File: src/rtl/sprite_line_scheduler_pkg.sv
// Shared constants, state encoding and line arithmetic for the sprite line scheduler.
package sprite_line_scheduler_pkg;

    localparam int NUM_SPRITES = 16;
    localparam int NUM_SLOTS   = 4;
    localparam int SPRITE_H    = 16;
    localparam int V_TOTAL     = 267;

    localparam logic [8:0] H_DISPLAY_DEFAULT = 9'd256;

    typedef enum logic [1:0] {
        ST_IDLE = 2'd0,
        ST_SCAN = 2'd1,
        ST_LOAD = 2'd2,
        ST_DONE = 2'd3
    } sched_state_t;

    // Line that will be displayed after the current one; wraps at the frame end.
    function automatic logic [8:0] next_line(input logic [8:0] vpos);
        logic [8:0] t;
        if (vpos == 9'(V_TOTAL - 1)) begin
            t = 9'd0;
        end else begin
            t = vpos + 9'd1;
        end
        return t;
    endfunction

    // Distance from the sprite top to the target line, modulo the 9-bit line space.
    function automatic logic [8:0] line_delta(input logic [8:0] t, input logic [8:0] y);
        return t - y;
    endfunction

endpackage

File: src/rtl/sprite_line_scheduler_y_table.sv
// 16-entry sprite Y table: {en, y[8:0]} per entry, sync write, async read.
module sprite_y_table
    import sprite_line_scheduler_pkg::*;
(
    input  logic       clk,
    input  logic       reset,
    input  logic       we,
    input  logic [3:0] waddr,
    input  logic [9:0] wdata,
    input  logic [3:0] raddr,
    output logic [9:0] rdata
);

    logic [9:0] mem_r [NUM_SPRITES];

    // Table storage: cleared on reset, one entry written per cycle on we.
    always_ff @(posedge clk or posedge reset) begin
        if (reset) begin
            for (int k = 0; k < NUM_SPRITES; k++) begin
                mem_r[k] <= 10'd0;
            end
        end else if (we) begin
            mem_r[waddr] <= wdata;
        end
    end

    // A read in the same cycle as a write to that entry sees the old contents.
    assign rdata = mem_r[raddr];

endmodule

File: src/rtl/sprite_line_scheduler.sv
// Per-scanline sprite scheduler: scans the Y table during horizontal blanking
// and hands up to NUM_SLOTS hitting sprites to the renderer slots.
module sprite_line_scheduler
    import sprite_line_scheduler_pkg::*;
#(
    parameter logic [8:0] H_DISPLAY = H_DISPLAY_DEFAULT
) (
    input  logic       clk,
    input  logic       reset,
    input  logic [8:0] hpos,
    input  logic [8:0] vpos,
    input  logic       cfg_we,
    input  logic [3:0] cfg_addr,
    input  logic [8:0] cfg_y,
    input  logic       cfg_en,
    output logic       load_valid,
    input  logic       load_ready,
    output logic [1:0] load_slot,
    output logic [3:0] load_index,
    output logic [3:0] load_row,
    output logic [3:0] slot_active,
    output logic       overflow,
    output logic       late,
    output logic       busy
);

    sched_state_t state_r, state_nx_s;

    logic [3:0] idx_r,         idx_nx_s;
    logic [2:0] count_r,       count_nx_s;
    logic [8:0] target_r,      target_nx_s;
    logic       load_valid_r,  load_valid_nx_s;
    logic [1:0] load_slot_r,   load_slot_nx_s;
    logic [3:0] load_index_r,  load_index_nx_s;
    logic [3:0] load_row_r,    load_row_nx_s;
    logic [3:0] slot_active_r, slot_active_nx_s;
    logic       overflow_r,    overflow_nx_s;
    logic       late_r,        late_nx_s;
    logic       busy_r,        busy_nx_s;

    logic [9:0] entry_s;
    logic [8:0] delta_s;
    logic       hit_s;
    logic       trigger_s;
    logic       last_idx_s;
    logic       handshake_s;
    logic       slots_left_s;

    sprite_y_table u_table (
        .clk   (clk),
        .reset (reset),
        .we    (cfg_we),
        .waddr (cfg_addr),
        .wdata ({cfg_en, cfg_y}),
        .raddr (idx_r),
        .rdata (entry_s)
    );

    // Hit arithmetic is modulo 512 so sprites straddling line 511/0 still hit.
    assign delta_s      = line_delta(target_r, entry_s[8:0]);
    assign hit_s        = entry_s[9] && (delta_s < 9'(SPRITE_H));
    assign trigger_s    = (hpos == H_DISPLAY);
    assign last_idx_s   = (idx_r == 4'(NUM_SPRITES - 1));
    assign handshake_s  = load_valid_r && load_ready;
    assign slots_left_s = (count_r < 3'(NUM_SLOTS));

    // State register.
    always_ff @(posedge clk or posedge reset) begin
        if (reset) begin
            state_r <= ST_IDLE;
        end else begin
            state_r <= state_nx_s;
        end
    end

    // Next-state logic; the end-of-line abort is only honoured while scanning.
    always_comb begin
        state_nx_s = state_r;
        case (state_r)
            ST_IDLE: begin
                if (trigger_s) begin
                    state_nx_s = ST_SCAN;
                end else begin
                    state_nx_s = ST_IDLE;
                end
            end
            ST_SCAN: begin
                if (hpos == 9'd0) begin
                    state_nx_s = ST_DONE;
                end else if (hit_s) begin
                    if (slots_left_s) begin
                        state_nx_s = ST_LOAD;
                    end else begin
                        state_nx_s = ST_DONE;
                    end
                end else if (last_idx_s) begin
                    state_nx_s = ST_DONE;
                end else begin
                    state_nx_s = ST_SCAN;
                end
            end
            ST_LOAD: begin
                if (handshake_s) begin
                    if (last_idx_s) begin
                        state_nx_s = ST_DONE;
                    end else begin
                        state_nx_s = ST_SCAN;
                    end
                end else begin
                    state_nx_s = ST_LOAD;
                end
            end
            ST_DONE: begin
                state_nx_s = ST_IDLE;
            end
            default: begin
                state_nx_s = ST_IDLE;
            end
        endcase
    end

    // Output/datapath next values; the load payload only changes when a load is issued.
    always_comb begin
        idx_nx_s         = idx_r;
        count_nx_s       = count_r;
        target_nx_s      = target_r;
        load_valid_nx_s  = load_valid_r;
        load_slot_nx_s   = load_slot_r;
        load_index_nx_s  = load_index_r;
        load_row_nx_s    = load_row_r;
        slot_active_nx_s = slot_active_r;
        overflow_nx_s    = overflow_r;
        late_nx_s        = late_r;
        case (state_r)
            ST_IDLE: begin
                if (trigger_s) begin
                    idx_nx_s         = 4'd0;
                    count_nx_s       = 3'd0;
                    target_nx_s      = next_line(vpos);
                    slot_active_nx_s = 4'd0;
                    overflow_nx_s    = 1'b0;
                    late_nx_s        = 1'b0;
                end else begin
                    idx_nx_s = idx_r;
                end
            end
            ST_SCAN: begin
                if (hpos == 9'd0) begin
                    late_nx_s = 1'b1;
                end else if (hit_s) begin
                    if (slots_left_s) begin
                        load_valid_nx_s = 1'b1;
                        load_slot_nx_s  = count_r[1:0];
                        load_index_nx_s = idx_r;
                        load_row_nx_s   = delta_s[3:0];
                    end else begin
                        overflow_nx_s = 1'b1;
                    end
                end else if (!last_idx_s) begin
                    idx_nx_s = idx_r + 4'd1;
                end else begin
                    idx_nx_s = idx_r;
                end
            end
            ST_LOAD: begin
                if (handshake_s) begin
                    slot_active_nx_s[count_r[1:0]] = 1'b1;
                    count_nx_s      = count_r + 3'd1;
                    load_valid_nx_s = 1'b0;
                    if (!last_idx_s) begin
                        idx_nx_s = idx_r + 4'd1;
                    end else begin
                        idx_nx_s = idx_r;
                    end
                end else begin
                    load_valid_nx_s = load_valid_r;
                end
            end
            ST_DONE: begin
                load_valid_nx_s = 1'b0;
            end
            default: begin
                load_valid_nx_s = 1'b0;
            end
        endcase
        busy_nx_s = (state_nx_s != ST_IDLE);
    end

    // Output and datapath registers.
    always_ff @(posedge clk or posedge reset) begin
        if (reset) begin
            idx_r         <= 4'd0;
            count_r       <= 3'd0;
            target_r      <= 9'd0;
            load_valid_r  <= 1'b0;
            load_slot_r   <= 2'd0;
            load_index_r  <= 4'd0;
            load_row_r    <= 4'd0;
            slot_active_r <= 4'd0;
            overflow_r    <= 1'b0;
            late_r        <= 1'b0;
            busy_r        <= 1'b0;
        end else begin
            idx_r         <= idx_nx_s;
            count_r       <= count_nx_s;
            target_r      <= target_nx_s;
            load_valid_r  <= load_valid_nx_s;
            load_slot_r   <= load_slot_nx_s;
            load_index_r  <= load_index_nx_s;
            load_row_r    <= load_row_nx_s;
            slot_active_r <= slot_active_nx_s;
            overflow_r    <= overflow_nx_s;
            late_r        <= late_nx_s;
            busy_r        <= busy_nx_s;
        end
    end

    assign load_valid  = load_valid_r;
    assign load_slot   = load_slot_r;
    assign load_index  = load_index_r;
    assign load_row    = load_row_r;
    assign slot_active = slot_active_r;
    assign overflow    = overflow_r;
    assign late        = late_r;
    assign busy        = busy_r;

endmodule
File: config.mk
export PLATFORM = sky130hd
export DESIGN_NAME = sprite_line_scheduler
export DESIGN_NICKNAME = d
export VERILOG_FILES = /design/src/rtl/sprite_line_scheduler_pkg.sv /design/src/rtl/sprite_line_scheduler_y_table.sv /design/src/rtl/sprite_line_scheduler.sv
export SDC_FILE = /design/constraint.sdc
export NUM_CORES = 1
export LEC_CHECK = 0
export BUFFER_PORTS_ARGS = -buffer_cell sky130_fd_sc_hd__buf_2
export CAP_MARGIN = 20
export CORE_AREA = 2 2 135 137
export CTS_CLUSTER_DIAMETER = 60
export CTS_CLUSTER_SIZE = 20
export DETAILED_ROUTE_END_ITERATION = 8
export DIE_AREA = 0 0 137 139
export HOLD_SLACK_MARGIN = 0.08
export PLACE_DENSITY = 0.77
export SLEW_MARGIN = 20
export SYNTH_ARGS = -nofsm -noshare
export SYNTH_HDL_FRONTEND = slang
export SYNTH_SLANG_ARGS = --single-unit
export TNS_END_PERCENT = 100
File: constraint.sdc
create_clock -name clk -period 6.6 [get_ports clk]
set_input_delay 1.32 -clock clk [delete_from_list [all_inputs] [get_ports clk]]
set_output_delay 1.32 -clock clk [all_outputs]
set_load 0.005 [all_outputs]
==> Yosys cells after proc, flatten, opt, wreduce, memory -nomap -nowiden <==
Cells that the tools add are included.
{ "word_totals": {"output_inout_bits": 18, "word_cells": 114, "input_bits": 36, "ff_bits": 196} }
{ "classes": {"add_sub_neg": 4, "magnitude_cmp": 7, "n_reduce_logical": 18, "mux": 39, "bitwise": 4, "n_eq_ne": 14} }
{ "op_table": {"columns": ["operator", "count"], "rows": [
  ["$bwmux 160", 1],
  ["$bmux 10 s4", 1],
  ["$demux 10 s4", 1],
  ["$mux 10", 3],
  ["$mux 4", 6],
  ["$eq 9x9->1 const B", 2],
  ["$ne 2x2->1 const B", 8],
  ["$reduce_and 5->1", 3],
  ["$mux 1", 12],
  ["$pmux 4 s3", 1],
  ["$ge 5x5->1 const B", 2],
  ["$not 4->5", 2],
  ["$add 9x1->9 const B", 1],
  ["$logic_not 9->1", 1],
  ["$lt 9x5->1 const B", 1],
  ["$mux 9", 1],
  ["$sub 9x9->9", 1],
  ["$mux 2", 4],
  ["$pmux 2 s4", 1],
  ["$pmux 4 s2", 1],
  ["$mux 3", 2],
  ["$pmux 3 s2", 1],
  ["$reduce_and 3->1", 2],
  ["$reduce_bool 2->1", 3],
  ["other kinds (19)", 25]
]} }

==> Logic depth before layout (Yosys ltp) <==
Gate-level depths: netlist of run 1.
{ "logic_depth": {"depth_word": 11, "ltp_mapped": 16, "depth_no_buf": 12} }

==> Hierarchy <==
A second synthesis of run 1 with hierarchy kept.
{ "unflattened": {"cells_unflattened": 708, "hier_area_um2": 9794.4} }
{ "by_module_without_submodules": {"columns": ["module", "area_per_inst_um2", "seq_area_each_um2", "n_inst", "cells_per_inst"], "rows": [
  ["sprite_y_table", 7349.5, 4003.8, 1, 450],
  ["sprite_line_scheduler", 2444.8, 900.9, 1, 258]
]} }

==> Least setup slack after synthesis of run 1 <==
OpenSTA, ideal clock, no wires.
{ "synth_timing": {"path_kind": "register -> register", "start": "reg idx_r[0]", "end": "reg load_index_r[0] (netlist: load_index[0])", "arrival_time_ns": 4.885, "setup_slack_ns": 1.591, "path_stages_with_launch": 17, "synth_period_minus_slack_ns": 5.009, "n_path_buf": 4, "setup_time_ns": 0.125, "required_time_ns": 6.475, "cell_sequence": "dfrtp_1 -> clkbuf_1 -> buf_4 -> buf_1 -> mux4_2 -> mux4_2 -> inv_1 -> ha_1 -> or4_1 -> o21ai_0 -> o21ba_2 -> xnor2_1 -> or3b_4 -> a31oi_4 -> and3_1 -> buf_6 -> mux2_2"} }
{ "synth_via": {"elab_chain_cells": 8} }
{ "synth_rtl": {"columns": ["item", "line", "text"], "rows": [
  ["start: declaration", "sprite_line_scheduler.sv:29", "logic [3:0] idx_r, idx_nx_s;"],
  ["start signal: assignment", "sprite_line_scheduler.sv:204", "idx_r <= idx_nx_s;"],
  ["$not 4->5 (not written as such)", "sprite_line_scheduler_y_table.sv:28", "assign rdata = mem_r[raddr];"],
  ["$bmux 10 s4", "sprite_line_scheduler_y_table.sv:28", null],
  ["$mux 10 (not written as such) (2 in series)", "sprite_line_scheduler_y_table.sv:28", null],
  ["$sub 9x9->9", "sprite_line_scheduler_pkg.sv:31", "return t - y;"],
  ["$lt 9x5->1", "sprite_line_scheduler.sv:61", "assign hit_s = entry_s[9] && (delta_s < 9'(SPRITE_H));"],
  ["$logic_and 1x1->1", "sprite_line_scheduler.sv:61", null],
  ["$reduce_and 4->1 (no source line)", null, null],
  ["end signal: assignment", "sprite_line_scheduler.sv:209", "load_index_r <= load_index_nx_s;"],
  ["end: declaration", "sprite_line_scheduler.sv:34", "logic [3:0] load_index_r, load_index_nx_s;"]
]} }
Parallel ways exist; a longest one is shown, timed or not. The select of a mux whose other input is x is not followed.
A chain may end at the register's enable or synchronous reset.

==> Worst setup path after layout of run 1 <==
{ "layout_timing": {"start": "reg idx_r[0]", "end": "reg load_index_r[2] (netlist: load_index[2])"} }
{ "layout_via": {"elab_chain_cells": 8} }
{ "layout_rtl": {"columns": ["item", "line"], "rows": [
  ["$not 4->5 (not written as such) *", "sprite_line_scheduler_y_table.sv:28"],
  ["$bmux 10 s4 *", "sprite_line_scheduler_y_table.sv:28"],
  ["$mux 10 (not written as such) * (2 in series)", "sprite_line_scheduler_y_table.sv:28"],
  ["$sub 9x9->9", "sprite_line_scheduler_pkg.sv:31"],
  ["$lt 9x5->1", "sprite_line_scheduler.sv:61"],
  ["$logic_and 1x1->1 *", "sprite_line_scheduler.sv:61"],
  ["$reduce_and 4->1 (no source line) *", null]
]} }
Mark *: on every way between the ends. The rest lies on a longest branch, timed or not. The select of a mux whose other input is x is not followed.

==> impl_metrics.json, run 1 <==
{
  "cts_resized": 0,
  "slew_headroom": 0.2825,
  "dp_hpwl_um": 14170,
  "synthTopCellsByArea": "dfrtp_1 (52%), mux2_2 (20%), mux4_2 (11%), ha_1 (2.5%), nand2_1 (1.1%)",
  "yosysMostFrequentCell": "dfrtp_1",
  "grt_first_pass_wirelength_um": 34620,
  "routedWlPerCell_um": 22.38,
  "fmax_mhz": 186.3,
  "grt_pass1_vias": 6191,
  "track_usage": 0.2437,
  "crit_fanout": 31,
  "crit_chain": "buf_4, mux4_2, mux4_2, ha_1, fa_1, nor2b_1, o22a_1, xnor2_1, nand2_1, a211o_1, a31oi_4, and3_1, mux2_2",
  "grt_max_degree": 197,
  "cp_slowest_cell": "dfrtp_2",
  "grt-ovfl-total": 0,
  "synth_top_area_frac": 0.5165,
  "htreeDepth": 4,
  "crit_buf_inv": 1,
  "fp-row-count": 49,
  "place.gp.congestion": 0.7952,
  "setup_violations": 0,
  "finalPower_w": 0.003337,
  "ir_drop_uv": 226.2,
  "path_common_cell": "mux4_2",
  "core_um2": 17660,
  "endpoint_kind": "register",
  "async_reset_ff_frac": 1.000,
  "drc": 0,
  "io_buffer_count": 53,
  "postRouteAntennaNets": 0,
  "critPathKind": "reg2reg",
  "fillers": 1348,
  "synthCells": 666,
  "ys_warn_count": 0,
  "clk_path_buf_depth": 2,
  "syn-num-nets": 722,
  "netlist_area_um2": 9497,
  "viasPerCell": 6.120,
  "final.setup_skew_ns": 0.006999,
  "startpoint_type": "register",
  "syn2layout_area_growth_pct": 12.27,
  "finalCriticalPeriod_ns": 5.367,
  "drtIter0Drc": 335,
  "dr.pass1.iters": 5,
  "ys_seq_elements": 196,
  "cp_data_required_time_ns": 6.92,
  "numCtsBuffers": 17,
  "rsz0062_at_grt": "no",
  "hold_viol": 0,
  "synth_cell_type_count": 53,
  "status": "finished clean",
  "syn_avg_cell_area_um2": 14.26,
  "path_clk_slew_ns": 0.07,
  "cts_sinks": 196,
  "clkLatencyLatePin_ns": 0.44,
  "nets": 776,
  "vias": 5887,
  "yosysSeqAreaShare": 0.5165,
  "maxCapViolations": 0,
  "powerDensity_nw_per_um2": 313.0,
  "antenna_found_initial": 1,
  "cts_tree": "built",
  "synth_common_cells": "dfrtp_1 (196), mux2_2 (170), mux4_2 (46)",
  "drive_above_1_share": 0.4420,
  "start_util": 0.5378,
  "synth_top_area_cell": "dfrtp_1",
  "routed_wl_um": 21530,
  "die_h_um": 139,
  "dieArea_um2": 19040,
  "synth_ff_type": "dfrtp_1",
  "timing.final.crit_share": 0.8131,
  "hold_buffers": 0,
  "tightest_slew_ns": 1.075,
  "slew_viol_final": 0,
  "slowest_delay_ns": 1.02,
  "antenna_cells": 0,
  "holdCritPathClass": "reg2reg",
  "io_pins": 54,
  "post-cts-setup-buffers": 0,
  "synth_enable_flop_cells": 0,
  "critical-path-top-delay-family": "multiplexers",
  "p_leak_nw": 4.694,
  "die-width_um": 137,
  "critPathArrivalTime_ns": 5.69,
  "root_buffer": "clkbuf_16",
  "setup_tns_ns": 0
}
==> routing by layer <==
| layer | part of all wire | track usage |
|---|---|---|
| met3 | 0.059 | 0.05629 |
| met1 | 0.43 | 0.3328 |
| met5 | 0 | 0 |
| met4 | 0.018 | 0.06999 |
| met2 | 0.49 | 0.3928 |
==> cell usage in the layout (no fill, tap or decap), types with 2 or more instances in the layout <==
| master | count |
|---|---|
| and2_1 | 2 |
| a221oi_1 | 2 |
| xnor2_1 | 6 |
| nor3_1 | 5 |
| mux4_1 | 3 |
| a22o_1 | 7 |
| buf_2 | 53 |
| ha_1 | 19 |
| mux2_2 | 170 |
| nor4b_1 | 2 |
| nand3_1 | 11 |
| bufinv_16 | 2 |
| or4_1 | 3 |
| dfrtp_1 | 194 |
| inv_8 | 3 |
| a21oi_1 | 7 |
| buf_4 | 12 |
| a21o_1 | 3 |
| and3_1 | 2 |
| or3_1 | 4 |
| inv_6 | 6 |
| nor2_1 | 21 |
| mux2i_1 | 6 |
| or2_2 | 2 |
| o21a_1 | 4 |
| clkinvlp_4 | 3 |
| nor2b_1 | 5 |
| nand2b_1 | 6 |
| o31a_1 | 2 |
| mux4_2 | 46 |
| nand2_1 | 28 |
| dfrtp_2 | 2 |
| clkbuf_16 | 17 |
| nand3b_1 | 3 |
| inv_1 | 23 |
| o21ai_0 | 19 |
| xor2_1 | 6 |
==> flip-flops by register name, summed over array words and instances (netlist names), 3 cells and up <==
| register | cells |
|---|---|
| count_r | 3 |
| idx_r | 4 |
| load_index | 4 |
| load_row | 4 |
| slot_active | 4 |
| target_r | 9 |
| u_table.mem_r | 160 |
==> stage by stage <==
| step | util | cell area [um2] | std cells | hold slack, ns | setup slack [ns] |
|---|---|---|---|---|---|
| global route | 0.6038 | 10660 | 962 | 0.5199 | 0.9260 |
| global placement | 0.5678 | 10030 | 929 | 0.4817 | 1.420 |
| detailed placement | 0.5678 | 10030 | 929 | 0.4852 | 1.260 |
| floorplan | - | 9500 | 666 | 0.4498 | 1.591 |
| CTS | 0.6023 | 10630 | 961 | 0.5022 | 1.225 |
| finish | 0.6038 | 10660 | 962 | 0.4999 | 1.233 |
==> worst paths after layout <==
kind	start	to	slack [ns]	depth (start not counted)
max reg2reg	idx_r[0]	load_index[2]	1.23	13
max	idx_r[0]	load_index[2]	1.23	13
min reg2reg	u_table.mem_r[78]	u_table.mem_r[78]	0.50	1
min in group asynchronous	reset	u_table.mem_r[109]	0.96	3
max in group asynchronous	reset	u_table.mem_r[127]	4.68	4
min	u_table.mem_r[78]	u_table.mem_r[78]	0.50	1
==> power breakdown <==
| group | switching, W | leakage [nW] | total (W) | internal (W) |
|---|---|---|---|---|
| clock network | 0.000493 | 0.294 | 0.00107 | 0.000576 |
| logic | 0.000282 | 1.97 | 0.000687 | 0.000405 |
| registers | 0.000147 | 2.43 | 0.00158 | 0.00143 |
==> worst register-to-register path, delay by kind of cell (launching register included) <==
kind / cells / cell delay [ns]
muxes: 3 / 1.48
and+or+nand+nor: 3 / 0.77
adders and majority gates: 2 / 0.65
DFF: 1 / 1.02
AOI/OAI and AO/OA: 3 / 0.78
buffers and inverters: 1 / 0.43
xor gates and xnor gates: 1 / 0.14
==> cell families after synthesis <==
family          synth area share
flops                     0.5165
fa+ha+maj                0.02714
buf+inv                  0.02438
simple gates             0.05257
mux                       0.3253
xor+xnor                 0.01107
compound gates           0.04309
==> cell type report <==
cell class                 count  area, um2  area share
clock inverter                15      182.7     0.01713
multi-input combinational    414       4363      0.4092
sequential                   196       4907      0.4603
inverter                      24      93.84    0.008802
tap                          229      286.5     0.02687
timing repair buffer          67      402.9     0.03779
clock buffer                  17      425.4     0.03990
Power figures use the tool's default switching activity.
==> inputs of run 2 (changes only) <==
- clock period: 6.6 -> 4.9 ns (I/O delays scaled with it)
==> impl_metrics.json, run 2 (synthesis gave the netlist of run 1 again) <==
{
  "status": "finished clean",
  "timing.final.crit_share": 0.9337,
  "dieArea_um2": 19040,
  "slew_headroom": 0.3971,
  "grt_first_pass_wirelength_um": 34090,
  "hold_viol": 0,
  "fin_ws_ns": 0.3247,
  "drc": 0,
  "dp_slack_ns": 0.09280,
  "postRouteAntennaNets": 0,
  "pwr-share-comb": 0.210,
  "p_clk_frac": 0.315,
  "clk_path_buf_depth": 2,
  "ir_drop_uv": 304.6,
  "dr.pass1.iters": 5,
  "layout.area.seq_um2": 4910,
  "finalPower_w": 0.004452,
  "drtIter0Drc": 372,
  "die-width_um": 137,
  "io_buffer_count": 53,
  "fillers": 1342,
  "critical-path-top-delay-family": "multiplexers",
  "cp_slowest_cell": "dfrtp_4",
  "fp-row-count": 49,
  "root_buffer": "clkbuf_16",
  "start_util": 0.5378,
  "rrSetupSlack_ns": 0.32,
  "cts_tree": "built",
  "cp_data_required_time_ns": 5.21,
  "post-cts-setup-buffers": 0,
  "setup_tns_ns": 0,
  "final.setup_skew_ns": 0.008759,
  "routed_wl_um": 21250,
  "track_usage": 0.2369,
  "powerDensity_nw_per_um2": 416.5,
  "startpoint_type": "register",
  "maxCapViolations": 0,
  "fmax_mhz": 218.6,
  "rsz0062_at_grt": "no",
  "vias": 5929,
  "power.switching_w": 0.001197,
  "switching_share": 0.2688,
  "fin_area_um2": 10690,
  "cts_resized": 0,
  "top_register": "u_table.mem_r",
  "syn2layout_area_growth_pct": 12.56,
  "holdCritPathClass": "in2async",
  "setup_violations": 0,
  "hold_buffers": 0,
  "die_h_um": 139,
  "multi_input_area_um2": 4362,
  "crit_fanout": 17,
  "grt_pass1_vias": 6311,
  "place_area_um2": 10100,
  "path_clk_slew_ns": 0.07,
  "tightest_slew_ns": 0.9044,
  "nets": 783,
  "dp_hpwl_um": 14200,
  "final_cell_mix": "dfrtp_1 (194), mux2_2 (170), buf_2 (53)",
  "crit_chain": "mux4_2, mux4_2, inv_1, ha_1, or4_1, o21ai_0, o21ba_2, xnor2_1, or3b_4, a31oi_4, and3_2, mux2_2",
  "crit_buf_inv": 1,
  "clkLatencyLatePin_ns": 0.43,
  "endpoint_kind": "register",
  "slew_viol_final": 0,
  "grt_max_degree": 71,
  "whs_ns": 0.4919,
  "slowest_delay_ns": 0.65,
  "path_common_cell": "mux4_2",
  "p_leak_nw": 4.716,
  "top_regs": "u_table.mem_r (160), target_r (9)",
  "critPathKind": "reg2reg",
  "cts_sinks": 196,
  "intPower_w": 0.003255,
  "drive_above_1_share": 0.4452,
  "viasPerCell": 6.119,
  "core_um2": 17660,
  "place.gp.congestion": 0.9421,
  "antenna_found_initial": 1,
  "finalCriticalPeriod_ns": 4.575,
  "numCtsBuffers": 17,
  "io_pins": 54,
  "htreeDepth": 4,
  "seq_power_share": 0.474,
  "layout_commonest_cell": "dfrtp_1",
  "grt-ovfl-total": 0,
  "routedWlPerCell_um": 21.93,
  "critPathArrivalTime_ns": 4.89,
  "largest_reg_flops": 160
}
run 2: final timing paths:
kind                             startpoint                 end  depth (start not counted)
worst min-delay path                  reset  u_table.mem_r[136]                          2
worst max register to register     idx_r[0]       load_index[2]                         12
worst min register to register  target_r[0]         target_r[0]                          2
min in group clk                target_r[0]         target_r[0]                          2
max in group asynchronous             reset  u_table.mem_r[113]                          3
worst max-delay path               idx_r[0]       load_index[2]                         12
run 2: power by group through the flow:
stage	Sequential (W)	Clock [W]	Combinational [W]
6_report	0.00211	0.00140	0.000937
5_1_grt	0.00215	0.00150	0.00101
4_1_cts	0.00211	0.00143	0.000936
3_5_place_dp	0.00214	0	0.000932
3_3_place_gp	0.00212	0	0.000879
2_1_floorplan	0.00206	0	0.000745
run 2: metal layers:
layer	GRT usage	routed length, um	part of all wire	up-vias
met5	0	0	0	-
met4	0.06837	376	0.018	0
met3	0.05665	1378	0.065	34
met2	0.3640	10100	0.48	184
met1	0.3389	9393	0.44	3126
li1	-	-	-	2585
run 2: worst register-to-register path, cell delays in order, from the launching register on:
cell and delay [ns]:
dfrtp_4 0.65, mux4_2 0.55, mux4_2 0.47, inv_1 0.08
ha_1 0.30, or4_1 0.55, o21ai_0 0.10, o21ba_2 0.20
xnor2_1 0.17, or3b_4 0.41, a31oi_4 0.23, and3_2 0.37
mux2_2 0.37
run 2: area by class of cell:
type                    count  area share
multi-input cells         414      0.4081
clock buffers              19     0.04144
flip-flops and latches    196      0.4593
clock inverters            12     0.01346
repair buffers             74     0.04191
well taps                 229     0.02681
diodes                      1   0.0002341
inverters                  24    0.008779
run 2: metrics by stage:
| stage | util | instances |
|---|---|---|
| 2_1_floorplan | - | 666 |
| 3_3_place_gp | 0.5718 | 937 |
| 3_5_place_dp | 0.5718 | 937 |
| 4_1_cts | 0.6050 | 968 |
| 5_1_grt | 0.6052 | 968 |
| 6_report | 0.6054 | 969 |
==> inputs of run 3 (changes only) <==
- CORE_AREA: 2 2 135 137 -> 2 2 133 135
- CTS_BUF_LIST: default -> sky130_fd_sc_hd__clkbuf_2
- DIE_AREA: 0 0 137 139 -> 0 0 135 137
- PLACE_DENSITY: 0.77 -> 0.79
- SETUP_SLACK_MARGIN: default -> 0.1
==> impl_metrics.json, run 3 (synthesis gave the netlist of run 1 again) <==
{
  "status": "finished clean",
  "crit_fanout": 17,
  "viasPerCell": 6.178,
  "slew_headroom": 0.4084,
  "clk_path_buf_depth": 2,
  "cts_sinks": 196,
  "power.switching_w": 0.001134,
  "finalCriticalPeriod_ns": 4.546,
  "postRouteAntennaNets": 0,
  "root_buffer": "clkbuf_2",
  "dp_hpwl_um": 14080,
  "intPower_w": 0.002661,
  "fillers": 1325,
  "dieArea_um2": 18500,
  "p_clk_frac": 0.198,
  "startpoint_type": "register",
  "holdCritPathClass": "in2async",
  "cts_tree": "built",
  "setup_violations": 0,
  "fmax_mhz": 220.0,
  "vias": 5974,
  "slew_viol_final": 0,
  "nets": 785,
  "whs_ns": 0.2524,
  "place.gp.congestion": 0.9213,
  "routedWlPerCell_um": 21.78,
  "grt_max_degree": 162,
  "grt_first_pass_wirelength_um": 33670,
  "die_h_um": 137,
  "rsz0062_at_grt": "no",
  "htreeDepth": 4,
  "timing.final.crit_share": 0.9278,
  "drtIter0Drc": 403,
  "critPathArrivalTime_ns": 5.27,
  "routed_wl_um": 21060,
  "layout_commonest_cell": "dfrtp_1",
  "dr.pass1.iters": 5,
  "clkLatencyLatePin_ns": 0.82,
  "setup_tns_ns": 0,
  "switching_share": 0.2987,
  "top_regs": "u_table.mem_r (160), target_r (9)",
  "grt_pass1_vias": 6233,
  "cp_data_required_time_ns": 5.62,
  "core_um2": 17060,
  "grt-ovfl-total": 0,
  "endpoint_kind": "register",
  "final_cell_mix": "dfrtp_1 (194), mux2_2 (170), buf_2 (53)",
  "maxCapViolations": 0,
  "seq_power_share": 0.556,
  "start_util": 0.5568,
  "top_register": "u_table.mem_r",
  "path_clk_slew_ns": 0.28,
  "antenna_cells": 0,
  "pwr-share-comb": 0.245,
  "hold_viol": 0,
  "drive_above_1_share": 0.4474,
  "track_usage": 0.2421,
  "numCtsBuffers": 17,
  "drc": 0,
  "final_util": 0.6054,
  "io_buffer_count": 53,
  "powerDensity_nw_per_um2": 367.5,
  "p_leak_nw": 4.572,
  "die-width_um": 135,
  "largest_reg_flops": 160,
  "tightest_slew_ns": 0.8874,
  "worstRegToRegCells": 13,
  "final.setup_skew_ns": 0.04628,
  "io_pins": 54,
  "antenna_found_initial": 0,
  "fp-row-count": 48,
  "critPathKind": "reg2reg",
  "syn2layout_area_growth_pct": 8.736,
  "ir_drop_uv": 177.6
}
[run 3: changes by cell type in the layout (fill, tap and decap cells not counted), moves of 2 or more]
cell and delta:
inv_6 +2, clkbuf_16 -17, clkbuf_2 +17, clkinv_1 +2
inv_8 -2, buf_4 +2
[run 3: routing by layer]
metal	global-route usage	share of wire	routed length [um]
met2	0.3979	0.49	10340
met4	0.09144	0.027	577
met5	0	0	0
met3	0.04444	0.052	1085
met1	0.3250	0.43	9056
[run 3: cell type report]
| class | instances | area [um2] | share of cell area |
|---|---|---|---|
| timing repair buffer | 76 | 462.9 | 0.04483 |
| inverter | 24 | 93.84 | 0.009088 |
| sequential | 196 | 4910 | 0.4755 |
| tap | 225 | 281.5 | 0.02726 |
| clock inverter | 15 | 128.9 | 0.01248 |
| clock buffer | 17 | 85.08 | 0.008239 |
| multi-input combinational | 414 | 4364 | 0.4226 |
[run 3: power by group through the flow]
stage | Clock, W | Sequential, W | Combinational (W)
2_1_floorplan | 0 | 0.00206 | 0.000745
3_3_place_gp | 0 | 0.00211 | 0.000874
3_5_place_dp | 0 | 0.00214 | 0.000930
4_1_cts | 0.000767 | 0.00211 | 0.000933
5_1_grt | 0.000835 | 0.00214 | 0.00101
6_report | 0.000752 | 0.00211 | 0.000931
[run 3: what timing repair did]
item | in CTS | in global routing
buffers inserted | 0 | 5
hold buffers | 0 | 0
setup endpoints to repair | 9 | 11
resized for setup | 1 | 1
pin swaps | 0 | 0
[run 3: final timing paths]
check                                    from            endpoint  slack, ns
setup / recovery                     idx_r[1]         load_row[2]       0.35
hold / removal                          reset          count_r[1]       0.25
setup reg to reg                     idx_r[1]         load_row[2]       0.35
hold reg to reg            u_table.mem_r[113]  u_table.mem_r[113]       0.54
max in group asynchronous               reset            idx_r[0]       3.80
min in group clk                      vpos[0]         target_r[0]       0.39
[run 3: critical path, cell delays in order (launching register included)]
cell     delay [ns]
dfrtp_2        0.67
buf_4          0.36
mux4_2         0.35
mux4_2         0.48
inv_1          0.08
ha_1           0.28
o21a_1         0.24
o21ai_0        0.20
o21ba_2        0.22
xnor2_1        0.19
or3b_4         0.42
a31oi_4        0.24
and3_2         0.36
mux2_2         0.36
[run 3: stage by stage]
| stage | total power (W) | setup WS, ns | instances | instance area [um2] |
|---|---|---|---|---|
| 2_1_floorplan | 0.002806 | 0.1670 | 666 | 9503 |
| 3_3_place_gp | 0.002987 | 0.3033 | 930 | 10070 |
| 3_5_place_dp | 0.003072 | 0.06456 | 930 | 10070 |
| 4_1_cts | 0.003808 | 0.1322 | 962 | 10290 |
| 5_1_grt | 0.003993 | 0.1387 | 967 | 10330 |
| 6_report | 0.003795 | 0.3540 | 967 | 10330 |
